## src/rtl/s_spi_if.sv

```systemverilog
// SPI pins and register-bus side of the s_spi responder, grouped for one port.
interface s_spi_if #(
   parameter int AWIDTH = 16,
   parameter int DWIDTH = 8
) ();
   logic              mcs;
   logic              sclk;
   logic              mosi;
   logic              miso;
   logic              miso_oe;
   logic              o_wr_evt;
   logic [AWIDTH-1:0] o_wr_addr;
   logic [DWIDTH-1:0] o_wr_data;
   logic              o_rd_req;
   logic [AWIDTH-1:0] o_rd_addr;
   logic              i_rd_vld;
   logic [DWIDTH-1:0] i_rd_data;
   logic              o_rw_done_evt;
   logic              o_rd_err;
   logic              o_abort_evt;

   modport slave (
      input  mcs, sclk, mosi, i_rd_vld, i_rd_data,
      output miso, miso_oe, o_wr_evt, o_wr_addr, o_wr_data, o_rd_req, o_rd_addr,
             o_rw_done_evt, o_rd_err, o_abort_evt
   );

   modport master (
      output mcs, sclk, mosi, i_rd_vld, i_rd_data,
      input  miso, miso_oe, o_wr_evt, o_wr_addr, o_wr_data, o_rd_req, o_rd_addr,
             o_rw_done_evt, o_rd_err, o_abort_evt
   );
endinterface

```

## src/rtl/s_spi.sv

```systemverilog
// SPI responder: oversamples mcs/sclk/mosi in user_clk and turns rw+addr+data frames
// into register-bus write events and read requests, returning read data on miso.
module s_spi #(
   parameter logic       MCS_VALID_LEVEL = 1'b0,
   parameter logic [1:0] SCK_MODE        = 2'b01,
   parameter int         AWIDTH          = 16,
   parameter int         DWIDTH          = 8,
   parameter int         SYNC_STAGES     = 2
) (
   input  logic   user_clk,
   input  logic   user_rst,
   s_spi_if.slave bus
);
   localparam logic [2:0] ST_IDLE    = 3'd0;
   localparam logic [2:0] ST_CMD     = 3'd1;
   localparam logic [2:0] ST_WDATA   = 3'd2;
   localparam logic [2:0] ST_RD_WAIT = 3'd3;
   localparam logic [2:0] ST_RDATA   = 3'd4;
   localparam logic [2:0] ST_TAIL    = 3'd5;
   localparam int         CNT_W      = $clog2((AWIDTH > DWIDTH ? AWIDTH : DWIDTH) + 1);

   logic [SYNC_STAGES-1:0] cs_sync_p0;
   logic [SYNC_STAGES-1:0] sck_sync_p0;
   logic [SYNC_STAGES-1:0] sdi_sync_p0;
   logic                   cs_act_p1;
   logic                   sck_p1;

   logic                   cs_act;
   logic                   cs_start;
   logic                   sck_now;
   logic                   sdi;
   logic                   cap;
   logic                   launch;

   logic [2:0]             state;
   logic [CNT_W-1:0]       bit_cnt;
   logic [AWIDTH-1:0]      cmd_sr;
   logic [AWIDTH-1:0]      cmd_addr;
   logic [AWIDTH-1:0]      addr_q;
   logic [DWIDTH-1:0]      dat_sr;
   logic [DWIDTH-1:0]      rd_word;
   logic                   rd_loaded;

   logic                   miso_q;
   logic                   miso_oe_q;
   logic                   wr_evt_q;
   logic [AWIDTH-1:0]      wr_addr_q;
   logic [DWIDTH-1:0]      wr_data_q;
   logic                   rd_req_q;
   logic [AWIDTH-1:0]      rd_addr_q;
   logic                   done_q;
   logic                   rd_err_q;
   logic                   abort_q;

   // Stage p0: pin synchronizers; stage p1: edge-detect history.
   // mcs is tracked as "active" and resets active, so a select held across reset
   // must first be seen inactive before a new frame can start.
   always_ff @(posedge user_clk or posedge user_rst) begin
      if (user_rst) begin
         cs_sync_p0  <= '1;
         sck_sync_p0 <= {SYNC_STAGES{SCK_MODE[1]}};
         sdi_sync_p0 <= '0;
         cs_act_p1   <= 1'b1;
         sck_p1      <= SCK_MODE[1];
      end else begin
         cs_sync_p0  <= {cs_sync_p0[SYNC_STAGES-2:0], bus.mcs == MCS_VALID_LEVEL};
         sck_sync_p0 <= {sck_sync_p0[SYNC_STAGES-2:0], bus.sclk};
         sdi_sync_p0 <= {sdi_sync_p0[SYNC_STAGES-2:0], bus.mosi};
         cs_act_p1   <= cs_sync_p0[SYNC_STAGES-1];
         sck_p1      <= sck_sync_p0[SYNC_STAGES-1];
      end
   end

   assign cs_act   = cs_sync_p0[SYNC_STAGES-1];
   assign cs_start = cs_act & ~cs_act_p1;
   assign sck_now  = sck_sync_p0[SYNC_STAGES-1];
   assign sdi      = sdi_sync_p0[SYNC_STAGES-1];
   assign cap      = SCK_MODE[0] ? (sck_now & ~sck_p1) : (~sck_now & sck_p1);
   assign launch   = SCK_MODE[0] ? (~sck_now & sck_p1) : (sck_now & ~sck_p1);
   assign cmd_addr = {cmd_sr[AWIDTH-2:0], sdi};

   // Read data that would go out at the first launch edge: zeros if nothing arrived.
   always_comb begin
      rd_word = dat_sr;
      if (!rd_loaded) rd_word = bus.i_rd_vld ? bus.i_rd_data : '0;
   end

   // Stage p2: frame sequencer and register-bus outputs.
   always_ff @(posedge user_clk or posedge user_rst) begin
      if (user_rst) begin
         state     <= ST_IDLE;
         bit_cnt   <= '0;
         cmd_sr    <= '0;
         addr_q    <= '0;
         dat_sr    <= '0;
         rd_loaded <= 1'b0;
         miso_q    <= 1'b0;
         miso_oe_q <= 1'b0;
         wr_evt_q  <= 1'b0;
         wr_addr_q <= '0;
         wr_data_q <= '0;
         rd_req_q  <= 1'b0;
         rd_addr_q <= '0;
         done_q    <= 1'b0;
         rd_err_q  <= 1'b0;
         abort_q   <= 1'b0;
      end else begin
         wr_evt_q <= 1'b0;
         rd_req_q <= 1'b0;
         done_q   <= 1'b0;
         rd_err_q <= 1'b0;
         abort_q  <= 1'b0;
         case (state)
            ST_IDLE: begin
               if (cs_start) begin
                  state     <= ST_CMD;
                  bit_cnt   <= '0;
                  rd_loaded <= 1'b0;
                  miso_oe_q <= 1'b1;
               end
            end
            ST_TAIL: begin
               if (!cs_act) begin
                  state     <= ST_IDLE;
                  miso_oe_q <= 1'b0;
                  miso_q    <= 1'b0;
               end
            end
            default: begin
               if (!cs_act) begin
                  abort_q   <= 1'b1;
                  state     <= ST_IDLE;
                  miso_oe_q <= 1'b0;
                  miso_q    <= 1'b0;
               end else begin
                  case (state)
                     ST_CMD: begin
                        if (cap) begin
                           cmd_sr <= cmd_addr;
                           if (bit_cnt == CNT_W'(AWIDTH)) begin
                              bit_cnt <= '0;
                              addr_q  <= cmd_addr;
                              if (cmd_sr[AWIDTH-1]) begin
                                 rd_addr_q <= cmd_addr;
                                 rd_req_q  <= 1'b1;
                                 state     <= ST_RD_WAIT;
                              end else begin
                                 state <= ST_WDATA;
                              end
                           end else begin
                              bit_cnt <= bit_cnt + 1'b1;
                           end
                        end
                     end
                     ST_WDATA: begin
                        if (cap) begin
                           dat_sr <= {dat_sr[DWIDTH-2:0], sdi};
                           if (bit_cnt == CNT_W'(DWIDTH - 1)) begin
                              wr_evt_q  <= 1'b1;
                              done_q    <= 1'b1;
                              wr_addr_q <= addr_q;
                              wr_data_q <= {dat_sr[DWIDTH-2:0], sdi};
                              state     <= ST_TAIL;
                           end else begin
                              bit_cnt <= bit_cnt + 1'b1;
                           end
                        end
                     end
                     ST_RD_WAIT: begin
                        if (launch) begin
                           miso_q   <= rd_word[DWIDTH-1];
                           dat_sr   <= {rd_word[DWIDTH-2:0], 1'b0};
                           rd_err_q <= ~rd_loaded & ~bus.i_rd_vld;
                           state    <= ST_RDATA;
                        end else if (!rd_loaded && bus.i_rd_vld) begin
                           dat_sr    <= bus.i_rd_data;
                           rd_loaded <= 1'b1;
                           miso_q    <= bus.i_rd_data[DWIDTH-1];
                        end
                     end
                     ST_RDATA: begin
                        if (launch) begin
                           miso_q <= dat_sr[DWIDTH-1];
                           dat_sr <= {dat_sr[DWIDTH-2:0], 1'b0};
                        end
                        if (cap) begin
                           if (bit_cnt == CNT_W'(DWIDTH - 1)) begin
                              done_q <= 1'b1;
                              miso_q <= 1'b0;
                              state  <= ST_TAIL;
                           end else begin
                              bit_cnt <= bit_cnt + 1'b1;
                           end
                        end
                     end
                     default: begin
                        state     <= ST_IDLE;
                        miso_oe_q <= 1'b0;
                        miso_q    <= 1'b0;
                     end
                  endcase
               end
            end
         endcase
      end
   end

   assign bus.miso          = miso_q;
   assign bus.miso_oe       = miso_oe_q;
   assign bus.o_wr_evt      = wr_evt_q;
   assign bus.o_wr_addr     = wr_addr_q;
   assign bus.o_wr_data     = wr_data_q;
   assign bus.o_rd_req      = rd_req_q;
   assign bus.o_rd_addr     = rd_addr_q;
   assign bus.o_rw_done_evt = done_q;
   assign bus.o_rd_err      = rd_err_q;
   assign bus.o_abort_evt   = abort_q;
endmodule
```

## src/flat_wrapper.sv

```systemverilog
// flat-port wrapper written by rule: the top's interface ports become plain ports
module s_spi_flat 
#(
   parameter logic       MCS_VALID_LEVEL = 1'b0,
   parameter logic [1:0] SCK_MODE        = 2'b01,
   parameter int         AWIDTH          = 16,
   parameter int         DWIDTH          = 8,
   parameter int         SYNC_STAGES     = 2
)
  (user_clk, user_rst, bus_mcs, bus_sclk, bus_mosi, bus_i_rd_vld, bus_i_rd_data, bus_miso, bus_miso_oe, bus_o_wr_evt, bus_o_wr_addr, bus_o_wr_data, bus_o_rd_req, bus_o_rd_addr, bus_o_rw_done_evt, bus_o_rd_err, bus_o_abort_evt);
  s_spi_if #(.AWIDTH(AWIDTH), .DWIDTH(DWIDTH)) bus_i ();
  input  logic user_clk;
  input  logic user_rst;
  input wire logic [$bits(bus_i.mcs)-1:0] bus_mcs;
  input wire logic [$bits(bus_i.sclk)-1:0] bus_sclk;
  input wire logic [$bits(bus_i.mosi)-1:0] bus_mosi;
  input wire logic [$bits(bus_i.i_rd_vld)-1:0] bus_i_rd_vld;
  input wire logic [$bits(bus_i.i_rd_data)-1:0] bus_i_rd_data;
  output wire logic [$bits(bus_i.miso)-1:0] bus_miso;
  output wire logic [$bits(bus_i.miso_oe)-1:0] bus_miso_oe;
  output wire logic [$bits(bus_i.o_wr_evt)-1:0] bus_o_wr_evt;
  output wire logic [$bits(bus_i.o_wr_addr)-1:0] bus_o_wr_addr;
  output wire logic [$bits(bus_i.o_wr_data)-1:0] bus_o_wr_data;
  output wire logic [$bits(bus_i.o_rd_req)-1:0] bus_o_rd_req;
  output wire logic [$bits(bus_i.o_rd_addr)-1:0] bus_o_rd_addr;
  output wire logic [$bits(bus_i.o_rw_done_evt)-1:0] bus_o_rw_done_evt;
  output wire logic [$bits(bus_i.o_rd_err)-1:0] bus_o_rd_err;
  output wire logic [$bits(bus_i.o_abort_evt)-1:0] bus_o_abort_evt;
  assign bus_i.mcs = bus_mcs;
  assign bus_i.sclk = bus_sclk;
  assign bus_i.mosi = bus_mosi;
  assign bus_i.i_rd_vld = bus_i_rd_vld;
  assign bus_i.i_rd_data = bus_i_rd_data;
  assign bus_miso = bus_i.miso;
  assign bus_miso_oe = bus_i.miso_oe;
  assign bus_o_wr_evt = bus_i.o_wr_evt;
  assign bus_o_wr_addr = bus_i.o_wr_addr;
  assign bus_o_wr_data = bus_i.o_wr_data;
  assign bus_o_rd_req = bus_i.o_rd_req;
  assign bus_o_rd_addr = bus_i.o_rd_addr;
  assign bus_o_rw_done_evt = bus_i.o_rw_done_evt;
  assign bus_o_rd_err = bus_i.o_rd_err;
  assign bus_o_abort_evt = bus_i.o_abort_evt;
  s_spi #(.MCS_VALID_LEVEL(MCS_VALID_LEVEL), .SCK_MODE(SCK_MODE), .AWIDTH(AWIDTH), .DWIDTH(DWIDTH), .SYNC_STAGES(SYNC_STAGES)) u_core (.user_clk(user_clk), .user_rst(user_rst), .bus(bus_i));
endmodule
```

## config.mk

```make
export PLATFORM = sky130hd
export DESIGN_NAME = s_spi_flat
export DESIGN_NICKNAME = d
export VERILOG_FILES = /design/src/rtl/s_spi_if.sv /design/src/rtl/s_spi.sv /design/src/flat_wrapper.sv
export SDC_FILE = /design/constraint.sdc
export NUM_CORES = 1
export LEC_CHECK = 0
export CORE_ASPECT_RATIO = 0.5
export CORE_MARGIN = 2
export CORE_UTILIZATION = 30
export CTS_BUF_LIST = sky130_fd_sc_hd__clkbuf_8
export CTS_CLUSTER_SIZE = 25
export DETAILED_ROUTE_END_ITERATION = 6
export GPL_ROUTABILITY_DRIVEN = 0
export MAX_ROUTING_LAYER = met4
export SYNTH_ARGS = -nofsm -noshare
export SYNTH_HDL_FRONTEND = slang
export SYNTH_SLANG_ARGS = --single-unit
```

## constraint.sdc

```tcl
create_clock -name user_clk -period 3.2 [get_ports user_clk]
set_input_delay 0.48 -clock user_clk [delete_from_list [all_inputs] [get_ports user_clk]]
set_output_delay 0.48 -clock user_clk [all_outputs]
set_load 0.05 [all_outputs]
```

* After elaboration in Yosys (flattened, before gate mapping)
Index checks and enable logic that the tools add are counted.
** Operators by class
- Reductions and logical operators :: 22
- Bitwise operators :: 13
- Mux-type cells :: 65
- Add/subtract/negate cells :: 1
- Equal/unequal tests :: 24
** Operators by type and width (number)
- two-way mux 8 bit :: 6
- two-way mux 1 bit :: 36
- two-way mux 5 bit :: 6
- two-way mux 3 bit :: 8
- != test 4 bit, second input constant :: 6
- case mux 8 bit (3 select lines) :: 1
- case mux 5 bit (2 select lines) :: 2
- AND reduction 6 bit :: 3
- AND reduction 7 bit :: 2
- AND reduction 5 bit :: 2
- != test 3 x 1 -> 1 bit, second input constant :: 3
- inverter 1 bit :: 9
- case mux 3 bit (3 select lines) :: 1
- AND reduction 4 bit :: 2
- equality test 3 x 2 -> 1 bit, second input constant :: 2
- equality test 3 bit, second input constant :: 2
- != test 2 x 1 -> 1 bit, second input constant :: 3
- != test 2 bit, second input constant :: 3
- != test 3 bit, second input constant :: 2
- case mux 1 bit (2 select lines) :: 3
- case mux 3 bit (2 select lines) :: 1
- nonzero test 2 bit :: 3
- nonzero test 3 bit :: 2
- OR reduction 2 bit :: 3
- 11 further kinds :: 14
** Storage, ports and cells
- Logic and storage cells :: 146
- Output and inout bits :: 47
- Bits of input ports :: 14
- Bits in registers :: 104

* Depth between registers and ports, before layout
- Word-level depth :: 8
- Depth in mapped cells :: 8
- Depth with buffers taken out :: 7

* Worst setup path before layout
OpenSTA, ideal clock, no wires.
- Kind :: reg-to-reg
- Start point :: register u_core.bit_cnt[0]
- End point :: register u_core.wr_addr_q[13], in the netlist u_core.bus.o_wr_addr[13]
- Setup slack :: 1290 ps
- Arrival :: 1785 ps
- Period minus slack after synthesis :: 1910 ps
- Buffers on the path :: 1
- Cell stages (with the launch flop) :: 7
- Required time :: 3075 ps
- Cell sequence :: dfrtp_1 ha_1 and4bb_2 nand2_1 nor3_4 buf_4 mux2_2
** Between the ends
- Longest elaborated chain between the ends :: 2
** Ends and longest elaborated chain
- from (decl) :: RTL line s_spi.sv:36 : logic [CNT_W-1:0] bit_cnt;
- from (signal assigned) :: RTL line s_spi.sv:151 : bit_cnt <= bit_cnt + 1'b1;
- from (signal assigned) :: RTL line s_spi.sv:165 : bit_cnt <= bit_cnt + 1'b1;
- from (signal assigned) :: RTL line s_spi.sv:192 : bit_cnt <= bit_cnt + 1'b1;
- equality test 5 x 3 -> 1 bit :: RTL line s_spi.sv:158 : if (bit_cnt == CNT_W'(DWIDTH - 1)) begin
- AND reduction 5 bit (no source line)
- to (signal assigned) :: RTL line s_spi.sv:161 : wr_addr_q <= addr_q;
- to (decl) :: RTL line s_spi.sv:47 : logic [AWIDTH-1:0] wr_addr_q;
Every way passes these cells.
A chain may end at the register's enable or synchronous reset.

* Final worst setup path
- Start point :: register u_core.state[1]
- End point :: register u_core.rd_addr_q[0], in the netlist u_core.bus.o_rd_addr[0]
** Between the ends
- Longest elaborated chain between the ends :: 4
- Elaborated cells on any way between the ends :: 6
** Ends and longest elaborated chain
- from (decl) :: RTL line s_spi.sv:35 : logic [2:0] state;
- from (signal assigned) :: RTL line s_spi.sv:91 : state <= ST_IDLE;
- from (signal assigned) :: RTL line s_spi.sv:116 : state <= ST_CMD;
- from (signal assigned) :: RTL line s_spi.sv:124 : state <= ST_IDLE;
- equality test 3 bit or logical NOT 3 bit (tied branches) :: RTL line s_spi.sv:113 : case (state)
- OR reduction 2 bit (no source line)
- inverter 1 bit (no source line)
- AND reduction 6 bit (no source line) (*)
- to (signal assigned) :: RTL line s_spi.sv:144 : rd_addr_q <= cmd_addr;
- to (decl) :: RTL line s_spi.sv:50 : logic [AWIDTH-1:0] rd_addr_q;
Mark *: on every way between the ends. The rest lies on a longest branch, timed or not.

==> results.py <==
metrics = {
    "setup_path": {
        "worstPathCellList": "and2b_1, nand3_4, nor2_4, nand2_4, mux2_1",
        "arrival_ns": 2.70,
        "crit_slowest_cell": "dfrtp_1",
        "critPathKind": "register to register",
        "critPathRequiredTime_ns": 3.46,
        "critPathMaxFanout": 20,
        "crit_path_end_kind": "register",
        "critical-path-max-stage-delay_ns": 0.60,
        "startpoint_type": "register",
    },
    "hold_path": {
        "hold_path.class": "register to register",
    },
    "clock_tree": {
        "htree_num_levels": 3,
        "clockBufferDepth": 2,
        "clock_latency_ns": 0.37,
        "cts_buffers": 9,
        "cts_tree": "done",
        "clk_pin_slew_ns": 0.10,
        "holdBufCountCts": 0,
        "root_buffer": "clkbuf_8",
        "cts.sinks": 104,
        "postCtsSetupBuffers": 0,
        "cts_resized": 0,
    },
    "synth": {
        "syn_nets": 383,
        "synth-seq-cells": 104,
        "synth_ff_type": "dfrtp_1",
        "syn_area_um2": 4459,
        "synth_edf_count": 0,
        "synth_cell_type_count": 52,
        "syn_area_per_cell_um2": 12.15,
        "async_flop_share_pct": 100.0,
        "synth_seq_area_share_pct": 58.45,
        "synth_cells": 367,
        "yosysWarnings": 0,
    },
    "drt": {
        "ant_nets": 0,
        "drt-pass1-iter-count": 4,
        "num_vias": 2830,
        "routed_via_density": 4.514,
        "routed_wl_mm": 8.561,
        "drc_errors": 0,
        "wl_per_cell_um": 13.65,
        "drtIter0Drc": 117,
    },
    "die": {
        "die_area_um2": 15910,
        "coreArea_um2": 14510,
        "start_util_pct": 30.74,
        "fp-row-count": 31,
        "io_pins": 61,
        "die_x_um": 176.4,
        "die_y_um": 90.21,
    },
    "status": {
        "status": "finished, final reports clean",
    },
    "final_layout": {
        "drive_gt1_share_pct": 22.84,
        "areaGrowthSynthToFinish_pct": 23.79,
        "layoutNonFillerInstCount": 627,
        "fill_cells": 1436,
        "fin_util_pct": 38.05,
        "post-route-cell-area_um2": 5520,
        "layout.nets": 440,
        "diodes": 0,
    },
    "sta": {
        "period_minus_slack_ns": 2.441,
        "setup_viol": 0,
        "rsz0062_at_grt": "no",
        "hold_viol": 0,
        "relSlewSlack_pct": 56.66,
        "worst_slew_pin_slew_ns": 0.6501,
        "max_freq_mhz": 409.7,
        "drv_slew": 0,
        "period_share_pct": 76.28,
        "clock-skew-final_ns": 0.009258,
        "tns_ns": 0,
    },
    "job": {
        "drv_cap": 0,
    },
    "pwr": {
        "power.leakage_nw": 2.601,
        "vdd_ir_drop_max_v": 0.0002102,
        "powerDensity_nw_per_um2": 504.9,
    },
    "place": {
        "hpwl_mm": 5.944,
        "placedCellCount": 611,
        "dpl_cell_area_um2": 5261,
        "port_buffers": 60,
    },
    "grt": {
        "grt-ovfl-total": 0,
        "groute.usage.overall_pct": 12.02,
        "grt_max_degree": 68,
        "antenna_found_initial": 0,
        "grt_pass1_vias": 2830,
        "grt_pass1_wl_mm": 14.78,
    },
}
-- through the flow --
stage	hold slack (ns)	setup slack [ns]	power, mW
after floorplan	0.3312	1.290	1.697
after global routing	0.3625	0.4724	2.935
after detailed placement	0.3347	0.7265	1.799
after CTS	0.3576	0.7258	2.826
after global placement	0.3328	0.8026	1.794
final	0.3572	0.7590	2.787
-- cells in the final DEF, fill, tap and decap left out, types with 4 or more instances in the layout --
cell / n
dfrtp_1: 101
mux2_2: 64
nand2_1: 63
clkdlybuf4s50_1: 60
o21ai_0: 15
nor2_1: 11
inv_1: 10
clkbuf_8: 10
a21oi_1: 9
a22oi_1: 8
nor2b_1: 6
nand3_1: 6
o22ai_1: 4
-- cells by family (layout without fill, tap and decap cells) --
logic type,after synthesis,in the layout,share of synthesized area (%)
simple gates,110,110,12.29
xor+xnor,2,2,0.3929
mux,68,68,17.09
buf+inv,28,90,3.114
flops,104,104,58.45
fa+ha+maj,2,2,0.5611
compound gates,53,53,8.109
-- layer usage --
layer  vias to the layer above  wire length, um  global-route usage (%)
li1                       1382                -                       -
met1                      1405             4183                   15.75
met2                        33             4016                   18.33
met3                        10              284                   3.342
met4                         0               76                   3.306
met5                         -                0                       -
-- critical path, delay by kind of cell (launching register included) --
family	cells	cell delay [ns]
muxes	1	0.36
DFF	1	0.60
and+or+nand+nor	4	1.37
-- flip-flops by register name, summed over array words and instances, names as in the netlist, 2 cells and up --
name                  count
u_core.bit_cnt            5
u_core.sck_sync_p0        2
u_core.cmd_sr            16
u_core.state              3
u_core.bus.o_wr_data      8
u_core.sdi_sync_p0        2
u_core.dat_sr             8
u_core.cs_sync_p0         2
u_core.bus.o_wr_addr     16
u_core.addr_q            16
u_core.bus.o_rd_addr     16
-- Yosys cell counts (all sizes together), types with 3 or more instances --
cell    number  area share, %
clkbuf       6           0.51
nand3        7            1.1
dfstp        3            1.8
nand2       64            5.6
a22oi        8            1.3
nor3         4           0.70
dfrtp      101             57
mux2        65             16
buf         11            1.7
or2          3           0.48
inv         11           0.93
a21oi       10            1.2
nor2b        6           0.84
mux2i        3           0.67
and2b        3           0.51
o21ai       15            1.7
nor2        12            1.2
o31ai        3           0.51
o22ai        4           0.56
-- power breakdown --
part / total [mW] / leakage (nW) / switching (mW) / internal [mW]
clock: 1.02 / 0.131 / 0.462 / 0.555
sequential: 1.46 / 1.42 / 0.0794 / 1.38
combinational: 0.313 / 1.05 / 0.174 / 0.139
-- path summary, 6_finish.rpt --
kind                                            start  cells past startpoint  slack (ns)                 endpoint
worst max-delay path                  u_core.state[1]                      5        0.76  u_core.bus.o_rd_addr[0]
worst min-delay path            u_core.sdi_sync_p0[0]                      0        0.36    u_core.sdi_sync_p0[1]
worst max register to register        u_core.state[1]                      5        0.76  u_core.bus.o_rd_addr[0]
worst min register to register  u_core.sdi_sync_p0[0]                      0        0.36    u_core.sdi_sync_p0[1]
max in group asynchronous                    user_rst                      3        2.28         u_core.cs_act_p1
min in group asynchronous                    user_rst                      3        0.53         u_core.addr_q[8]
-- layout make-up --
cell class / instances / area [um^2] / share of cell area, %
timing repair buffer: 63 / 648.1 / 11.74
clock buffer: 10 / 137.6 / 2.493
multi-input combinational: 235 / 1714 / 31.05
sequential: 104 / 2606 / 47.21
inverter: 11 / 45.04 / 0.8160
clock inverter: 6 / 121.4 / 2.199
tap: 198 / 247.7 / 4.488
Note: power is estimated with default switching activity, not from simulation.
